==> src/rtl/keypad_pkg.sv <==
// keypad_pkg: shared event type, FSM states and default matrix geometry for the keypad scanner.
package keypad_pkg;
  localparam int KP_ROWS = 4;
  localparam int KP_COLS = 4;
  localparam int KEY_W = $clog2(KP_ROWS * KP_COLS);
  typedef struct packed {
    logic             long_p;
    logic [KEY_W-1:0] code;
  } kp_event_t;
  typedef enum logic [1:0] {IDLE, ARMING, HELD, LONG} kp_state_e;
endpackage

==> src/rtl/kp_event_fifo.sv <==
// kp_event_fifo: first-word fall-through sync FIFO of key events; push while full is
// accepted only when a pop frees the head slot in the same cycle.
module kp_event_fifo
  import keypad_pkg::*;
#(
  parameter int DEPTH = 8
) (
  input  logic                   clk,
  input  logic                   i_rst_n,
  input  logic                   i_push,
  input  kp_event_t              i_data,
  input  logic                   i_pop,
  output kp_event_t              o_data,
  output logic [$clog2(DEPTH):0] o_count,
  output logic                   o_full,
  output logic                   o_empty
);
  localparam int AW = $clog2(DEPTH);
  kp_event_t r_mem [DEPTH];
  logic [AW-1:0] r_wr, r_rd;
  logic [AW:0] r_count;
  logic w_push, w_pop;
  assign o_empty = r_count == '0;
  assign o_full = r_count == (AW+1)'(DEPTH);
  assign o_data = r_mem[r_rd];
  assign o_count = r_count;
  assign w_pop = i_pop && !o_empty;
  assign w_push = i_push && (!o_full || w_pop);
  always_ff @(posedge clk)
    if (w_push) r_mem[r_wr] <= i_data;
  always_ff @(posedge clk or negedge i_rst_n)
    if (!i_rst_n) begin
      r_wr <= '0;
      r_rd <= '0;
      r_count <= '0;
    end else begin
      if (w_push) r_wr <= r_wr + 1'b1;
      if (w_pop) r_rd <= r_rd + 1'b1;
      r_count <= (w_push && !w_pop) ? r_count + 1'b1 : (w_pop && !w_push) ? r_count - 1'b1 : r_count;
    end
endmodule

==> src/rtl/keypad_scan_fifo.sv <==
// keypad_scan_fifo: matrix keypad scanner with frame debounce and long-press detection,
// buffering key events in a FWFT FIFO read through a valid/ready handshake.
module keypad_scan_fifo
  import keypad_pkg::*;
#(
  parameter int ROWS       = KP_ROWS,
  parameter int COLS       = KP_COLS,
  parameter int SCAN_DIV   = 1,
  parameter int DEBOUNCE   = 20,
  parameter int LONG_PRESS = 1000,
  parameter int FIFO_DEPTH = 8
) (
  input  logic                        clk,
  input  logic                        rst,
  input  logic                        scan_en,
  input  logic [COLS-1:0]             col_in,
  output logic [ROWS-1:0]             row_out,
  output logic [KEY_W-1:0]            key_code,
  output logic                        key_long,
  output logic                        key_valid,
  input  logic                        key_ready,
  output logic [$clog2(FIFO_DEPTH):0] fifo_count,
  output logic                        overflow,
  input  logic                        overflow_clr
);
  localparam int RW = ROWS > 1 ? $clog2(ROWS) : 1;
  localparam int CW = COLS > 1 ? $clog2(COLS) : 1;
  localparam int DW = SCAN_DIV > 1 ? $clog2(SCAN_DIV) : 1;
  localparam int CNT_W = $clog2((LONG_PRESS > DEBOUNCE ? LONG_PRESS : DEBOUNCE) + 1);
  localparam int RL_W = $clog2(DEBOUNCE + 1);
  localparam logic [CNT_W-1:0] DB_C = CNT_W'(DEBOUNCE);
  localparam logic [CNT_W-1:0] LP_C = CNT_W'(LONG_PRESS);
  localparam logic [RL_W-1:0] RL_C = RL_W'(DEBOUNCE);
  logic [DW-1:0] r_div;
  logic [RW-1:0] r_row;
  logic [RW-1:0] r_prow [3];
  logic [2:0] r_pv;
  logic [ROWS-1:0] r_row_out;
  logic [COLS-1:0] r_sync1, r_sync2;
  logic [1:0] r_acc_n;
  logic [KEY_W-1:0] r_acc_code;
  kp_state_e r_state;
  logic [KEY_W-1:0] r_cand;
  logic [CNT_W-1:0] r_cnt;
  logic [RL_W-1:0] r_rel;
  logic r_push;
  kp_event_t r_push_ev;
  logic w_last, w_frame, w_key, w_full, w_empty;
  logic [1:0] w_row_n, w_tot;
  logic [2:0] w_sum;
  logic [CW-1:0] w_col;
  logic [KEY_W-1:0] w_code;
  kp_event_t w_head;
  assign row_out = r_row_out;
  assign w_last = r_div == DW'(SCAN_DIV - 1);
  // Row sample happens 3 edges after the row's last drive slot: 1 for the row register, 2 for the synchroniser.
  always_ff @(posedge clk or negedge rst)
    if (!rst) begin
      r_div <= '0;
      r_row <= '0;
      r_row_out <= '1;
      r_pv <= '0;
      r_prow <= '{default: '0};
      r_sync1 <= '1;
      r_sync2 <= '1;
    end else begin
      r_sync1 <= col_in;
      r_sync2 <= r_sync1;
      r_prow[0] <= r_row;
      r_prow[1] <= r_prow[0];
      r_prow[2] <= r_prow[1];
      if (!scan_en) begin
        r_div <= '0;
        r_row <= '0;
        r_row_out <= '1;
        r_pv <= '0;
      end else begin
        r_row_out <= ~(ROWS'(1) << r_row);
        r_div <= w_last ? '0 : r_div + 1'b1;
        if (w_last) r_row <= (r_row == RW'(ROWS - 1)) ? '0 : r_row + 1'b1;
        r_pv <= {r_pv[1:0], w_last};
      end
    end
  always_comb begin
    w_row_n = '0;
    w_col = '0;
    for (int c = 0; c < COLS; c++)
      if (!r_sync2[c]) begin
        w_row_n = (w_row_n == 2'd2) ? 2'd2 : w_row_n + 2'd1;
        w_col = CW'(c);
      end
  end
  assign w_sum = {1'b0, r_acc_n} + {1'b0, w_row_n};
  assign w_tot = w_sum >= 3'd2 ? 2'd2 : w_sum[1:0];
  assign w_code = (w_row_n == 2'd1) ? KEY_W'(r_prow[2]) * KEY_W'(COLS) + KEY_W'(w_col) : r_acc_code;
  assign w_frame = r_pv[2] && r_prow[2] == RW'(ROWS - 1);
  assign w_key = w_tot == 2'd1;
  always_ff @(posedge clk or negedge rst)
    if (!rst) begin
      r_acc_n <= '0;
      r_acc_code <= '0;
    end else if (!scan_en || w_frame) begin
      r_acc_n <= '0;
      r_acc_code <= '0;
    end else if (r_pv[2]) begin
      r_acc_n <= w_tot;
      r_acc_code <= w_code;
    end
  // Ghost frames (two or more keys) leave all debounce state untouched.
  always_ff @(posedge clk or negedge rst)
    if (!rst) begin
      r_state <= IDLE;
      r_cand <= '0;
      r_cnt <= '0;
      r_rel <= '0;
      r_push <= 1'b0;
      r_push_ev <= '0;
    end else begin
      r_push <= 1'b0;
      if (!scan_en) begin
        r_state <= IDLE;
        r_cnt <= '0;
        r_rel <= '0;
      end else if (w_frame && w_tot != 2'd2)
        case (r_state)
          IDLE:
            if (w_key) begin
              r_cand <= w_code;
              r_cnt <= CNT_W'(1);
              r_rel <= '0;
              r_state <= (DEBOUNCE <= 1) ? HELD : ARMING;
              r_push <= DEBOUNCE <= 1;
              r_push_ev <= '{long_p: 1'b0, code: w_code};
            end
          ARMING:
            if (!w_key) begin
              r_state <= IDLE;
              r_cnt <= '0;
            end else if (w_code != r_cand) begin
              r_cand <= w_code;
              r_cnt <= CNT_W'(1);
            end else begin
              r_cnt <= r_cnt + 1'b1;
              if (r_cnt + 1'b1 == DB_C) begin
                r_state <= HELD;
                r_push <= 1'b1;
                r_push_ev <= '{long_p: 1'b0, code: r_cand};
              end
            end
          default:
            if (!w_key) begin
              r_rel <= r_rel + 1'b1;
              if (r_rel + 1'b1 == RL_C) begin
                r_state <= IDLE;
                r_cnt <= '0;
                r_rel <= '0;
              end
            end else if (w_code == r_cand) begin
              r_rel <= '0;
              if (r_state == HELD) begin
                r_cnt <= r_cnt + 1'b1;
                if (r_cnt + 1'b1 == LP_C) begin
                  r_state <= LONG;
                  r_push <= 1'b1;
                  r_push_ev <= '{long_p: 1'b1, code: r_cand};
                end
              end
            end
        endcase
    end
  kp_event_fifo #(.DEPTH(FIFO_DEPTH)) u_fifo (
    .clk     (clk),
    .i_rst_n (rst),
    .i_push  (r_push),
    .i_data  (r_push_ev),
    .i_pop   (key_ready),
    .o_data  (w_head),
    .o_count (fifo_count),
    .o_full  (w_full),
    .o_empty (w_empty)
  );
  assign key_valid = !w_empty;
  assign key_code = key_valid ? w_head.code : '0;
  assign key_long = key_valid && w_head.long_p;
  always_ff @(posedge clk or negedge rst)
    if (!rst) overflow <= 1'b0;
    else if (overflow_clr) overflow <= 1'b0;
    else if (r_push && w_full && !key_ready) overflow <= 1'b1;
endmodule

==> config.mk <==
export PLATFORM = sky130hd
export DESIGN_NAME = keypad_scan_fifo
export DESIGN_NICKNAME = d
export VERILOG_FILES = /design/src/rtl/keypad_pkg.sv /design/src/rtl/kp_event_fifo.sv /design/src/rtl/keypad_scan_fifo.sv
export SDC_FILE = /design/constraint.sdc
export NUM_CORES = 1
export LEC_CHECK = 0
export ABC_AREA = 1
export CORE_ASPECT_RATIO = 0.9
export CORE_MARGIN = 8
export CORE_UTILIZATION = 59
export CTS_BUF_LIST = sky130_fd_sc_hd__clkbuf_4 sky130_fd_sc_hd__clkbuf_8 sky130_fd_sc_hd__clkbuf_16
export CTS_CLUSTER_DIAMETER = 30
export DETAILED_ROUTE_END_ITERATION = 12
export PLACE_DENSITY = 0.78
export SYNTH_ARGS = -nofsm -noshare
export SYNTH_HDL_FRONTEND = slang
export SYNTH_SLANG_ARGS = --single-unit
==> constraint.sdc <==
create_clock -name clk -period 4.75 [get_ports clk]
set_input_delay 0.95 -clock clk [delete_from_list [all_inputs] [get_ports clk]]
set_output_delay 0.95 -clock clk [all_outputs]
set_load 0.1 [all_outputs]
==> results_dict.tcl <==
set metrics [dict create \
    worst-endpoint-arrival_ns 4.14 \
    worstReg2RegStart "r_sync2[1]$_DFF_PN1_" \
    outcome "finished, final reports clean" \
    muxShareOfSynthArea 0 \
    drive_above_1_share 0.122 \
    fp.coreArea_um2 8650 \
    setup-tns-final_ns 0 \
    synth.area.top_cells "sky130_fd_sc_hd__dfrtp_1, sky130_fd_sc_hd__edfxtp_1, sky130_fd_sc_hd__nand2_1, sky130_fd_sc_hd__dfstp_2, sky130_fd_sc_hd__nor2_1" \
    report.final.hold_viol_count 0 \
    drt-initial-drc-count 290 \
    synthesis.instances 563 \
    layout.cells.non_filler 710 \
    cp_data_required_time_ns 5.02 \
    rows 32 \
    regToRegEndpoint "r_state[0]$_DFFE_PN0P_" \
    synth_warnings 0 \
    gpl.final_weighted_congestion 0.950 \
    ir_worst_vdd_uv 401 \
    critical_path.slowest_cell "sky130_fd_sc_hd__dfstp_2" \
    num-nets-final 616 \
    grtUsageTotal 0.179 \
    yosys.area.top_type "sky130_fd_sc_hd__dfrtp_1" \
    synth_edf_count 40 \
    rsz0062_at_grt "no" \
    synthDistinctLibCells 38 \
    wl_per_cell_um 14.4 \
    post_cts_hold_buffer_count 0 \
    synth_seq_cells 107 \
    multiInputGateArea_um2 2090 \
    synth_xor_xnor_area_share 0.0182 \
    setup.worst_path.class "reg -> reg" \
    post-route-min-period_ns 3.87 \
    fmaxAchievable_ghz 0.258 \
    finalWirelength_um 10200 \
    finClkSkew_ns 0.0205 \
    synth-compound-area-share 0.0788 \
    synth_async_sr_flop_share 0.626 \
    setup_viol_count_final 0 \
    timing.critical_path.slowest_cell_delay_ns 0.56 \
    clock_sink_count 107 \
    first_global_vias 3876 \
    cts_tree "yes" \
    cts_post_setup_buffers_inserted 0 \
    cap_violations 0 \
    synth_adder_area_share 0.0525 \
    global_route.overflow_total 0 \
    antenna_cells 0 \
    synth_top_family_by_area "simple AND/OR/NAND/NOR gates" \
    placed_cells_incl_taps 694 \
    ant_nets 0 \
    power_per_cell_area_nw_per_um2 497 \
    pin_count_of_the_biggest_net_entering_global_routing 36 \
    synthesis.area_um2 5290 \
    synth_common_cells "sky130_fd_sc_hd__nand2_1, sky130_fd_sc_hd__nor2_1, sky130_fd_sc_hd__inv_1" \
    vias_per_cell 5.46 \
    cts_buffers 9 \
    worst_case_reg_to_reg_path_depth 23 \
    area_growth_syn_to_layout_pct 9.34 \
    r2r_slack_ns 0.88 \
    hold-path-cell-count 0 \
    timing.critical_path.from_type "flop" \
    p_leak_uw 0.00252 \
    die_width_um 116 \
    synth_most_common_cell "sky130_fd_sc_hd__nand2_1" \
    clock_tree.root_cell "sky130_fd_sc_hd__clkbuf_8" \
    wire_length_of_the_first_global_routing_pass_um 17900 \
    port_buffers 23 \
    top_level_ports 24 \
    finalPower_uw 2870 \
    critical_path_peak_fanout 18 \
    path_common_cell "sky130_fd_sc_hd__nand2_1" \
    final_core_util 0.669 \
    crit_buf_inv 6 \
    maxSlewViolCount 0 \
    ys_seq_area_frac 0.547 \
    timing.hold.worst.class "reg -> reg" \
    synth.avg_cell_area_um2 9.39 \
    setup.worst_path.start "r_sync2[1]$_DFF_PN1_" \
    synth_top_cell_area_share 0.260 \
    cp_top_family "simple AND/OR/NAND/NOR gates" \
    hold_path_end "r_sync2[1]$_DFF_PN1_" \
    critical_path.endpoint_type "flop" \
    synth.net_count 593 \
    max-clock-path-buffers 2 \
    drt_pass1_iterations 5 \
    num_vias 3877 \
    cts_htree_levels 3 \
    n_fill_cell 691 \
    synth_simple_gate_area_frac 0.246 \
    timing.max_slew.rel_slack 0.350 \
    path_cells "inv_1 > ha_1 > nand2_1 > nand2_2 > inv_1 > ha_1 > nand2_1 > nand2_4 > ha_1 > inv_1 > fa_1 > nand2_1 > inv_1 > nand2_1 > nor2_1 > inv_1 > nor3_1 > nor3_1 > nand2_4 > inv_2 > nand2_1 > nand2_1 > nand2_1" \
    worstSkewPairLatency_ns 0.37 \
    post_cts_resize_count 0 \
    startpoint_of_the_tightest_hold_check_path "r_sync1[1]$_DFF_PN1_" \
    fin_crit_sh 0.815 \
    worst_slew_pin_slew_ns 0.971 \
    yosys_most_used_dff "sky130_fd_sc_hd__dfrtp_1" \
    ff_latch_area_um2 2890 \
    post-route-drc-count 0 \
    clk_transition_reported_paths_ns 0.11 \
    antenna_violations_before_repair 0 \
    dp_hpwl_um 7290 \
    area_of_the_die_um2 12300 \
    dieHeight_um 106 \
    start_util 0.612 \
]
## how the worst max path moves through the flow
stage | slack [ns] | depth (start not counted) | endpoint
finish | 0.88 | 23 | r_state[0]$_DFFE_PN0P_
CTS | 0.90 | 23 | r_state[0]$_DFFE_PN0P_
global placement | 1.16 | 21 | r_state[1]$_DFFE_PN0P_
floorplan | 0.06 | 4 | key_code[0]
detailed placement | 0.94 | 23 | r_state[0]$_DFFE_PN0P_
global route | 0.50 | 23 | r_state[0]$_DFFE_PN0P_
## worst register-to-register path, cell delays in order (launching register included)
cell and delay (ns):
sky130_fd_sc_hd__dfstp_2 0.56, sky130_fd_sc_hd__inv_1 0.04, sky130_fd_sc_hd__ha_1 0.26, sky130_fd_sc_hd__nand2_1 0.06, sky130_fd_sc_hd__nand2_2 0.08, sky130_fd_sc_hd__inv_1 0.04
sky130_fd_sc_hd__ha_1 0.19, sky130_fd_sc_hd__nand2_1 0.12, sky130_fd_sc_hd__nand2_4 0.12, sky130_fd_sc_hd__ha_1 0.20, sky130_fd_sc_hd__inv_1 0.07, sky130_fd_sc_hd__fa_1 0.41
sky130_fd_sc_hd__nand2_1 0.11, sky130_fd_sc_hd__inv_1 0.08, sky130_fd_sc_hd__nand2_1 0.20, sky130_fd_sc_hd__nor2_1 0.15, sky130_fd_sc_hd__inv_1 0.15, sky130_fd_sc_hd__nor3_1 0.07
sky130_fd_sc_hd__nor3_1 0.33, sky130_fd_sc_hd__nand2_4 0.20, sky130_fd_sc_hd__inv_2 0.14, sky130_fd_sc_hd__nand2_1 0.08, sky130_fd_sc_hd__nand2_1 0.08, sky130_fd_sc_hd__nand2_1 0.06
## placed cells by master, fill, tap and decap left out, types with 9 or more instances in the layout
| cell | count |
|---|---|
| sky130_fd_sc_hd__nand2_1 | 112 |
| sky130_fd_sc_hd__nor2_1 | 69 |
| sky130_fd_sc_hd__inv_1 | 60 |
| sky130_fd_sc_hd__dfrtp_1 | 55 |
| sky130_fd_sc_hd__o21ai_0 | 40 |
| sky130_fd_sc_hd__edfxtp_1 | 40 |
| sky130_fd_sc_hd__nand3_1 | 32 |
| sky130_fd_sc_hd__ha_1 | 19 |
| sky130_fd_sc_hd__clkdlybuf4s50_1 | 17 |
| sky130_fd_sc_hd__o22ai_1 | 15 |
| sky130_fd_sc_hd__nand4_1 | 14 |
| sky130_fd_sc_hd__dfstp_2 | 12 |
| sky130_fd_sc_hd__nand2_2 | 10 |
| sky130_fd_sc_hd__clkbuf_8 | 9 |
## registers in the layout (all words and copies together), names as in the netlist, 4 cells and up
| name | cells |
|---|---|
| u_fifo.r_mem | 40 |
| r_cnt | 10 |
| r_prow | 6 |
| r_push_ev | 5 |
| r_rel | 5 |
| r_acc_code | 4 |
| r_cand | 4 |
| r_sync1 | 4 |
| r_sync2 | 4 |
| row_out | 4 |
| u_fifo.o_count | 4 |
## cells by family after synthesis
group,count (synthesis)
flops,107
xor+xnor,11
fa+ha+maj,21
simple gates,271
buf+inv,76
compound gates,77
## layer usage
metal / global-route usage / share of wire / vias up
li1: - / - / 1910
met1: 0.226 / 0.43 / 1828
met2: 0.296 / 0.50 / 117
met3: 0.0337 / 0.051 / 22
met4: 0.0703 / 0.018 / 0
met5: 0 / 0 / -
## stage by stage
| stage | hold slack, ns | setup WS [ns] | area (µm²) |
|---|---|---|---|
| detailed placement | 0.336 | 0.940 | 5590 |
| CTS | 0.351 | 0.901 | 5780 |
| floorplan | 0.331 | 0.0618 | 5290 |
| global placement | 0.332 | 1.16 | 5590 |
| finish | 0.350 | 0.879 | 5780 |
| global route | 0.349 | 0.503 | 5780 |
## where the power goes
part           internal (µW)  leakage, µW  total (µW)  switching (µW)
Clock                    204    0.0000924         536             332
Combinational            303      0.00116        1210             904
Sequential              1020      0.00127        1130             109
## layout make-up
type	count	share of cell area
inverter	64	0.0415
clock inverter	7	0.0117
timing repair buffer	24	0.0381
sequential	107	0.500
tap	119	0.0257
multi-input combinational	380	0.361
clock buffer	9	0.0214
Note: power is estimated with default switching activity, not from simulation.
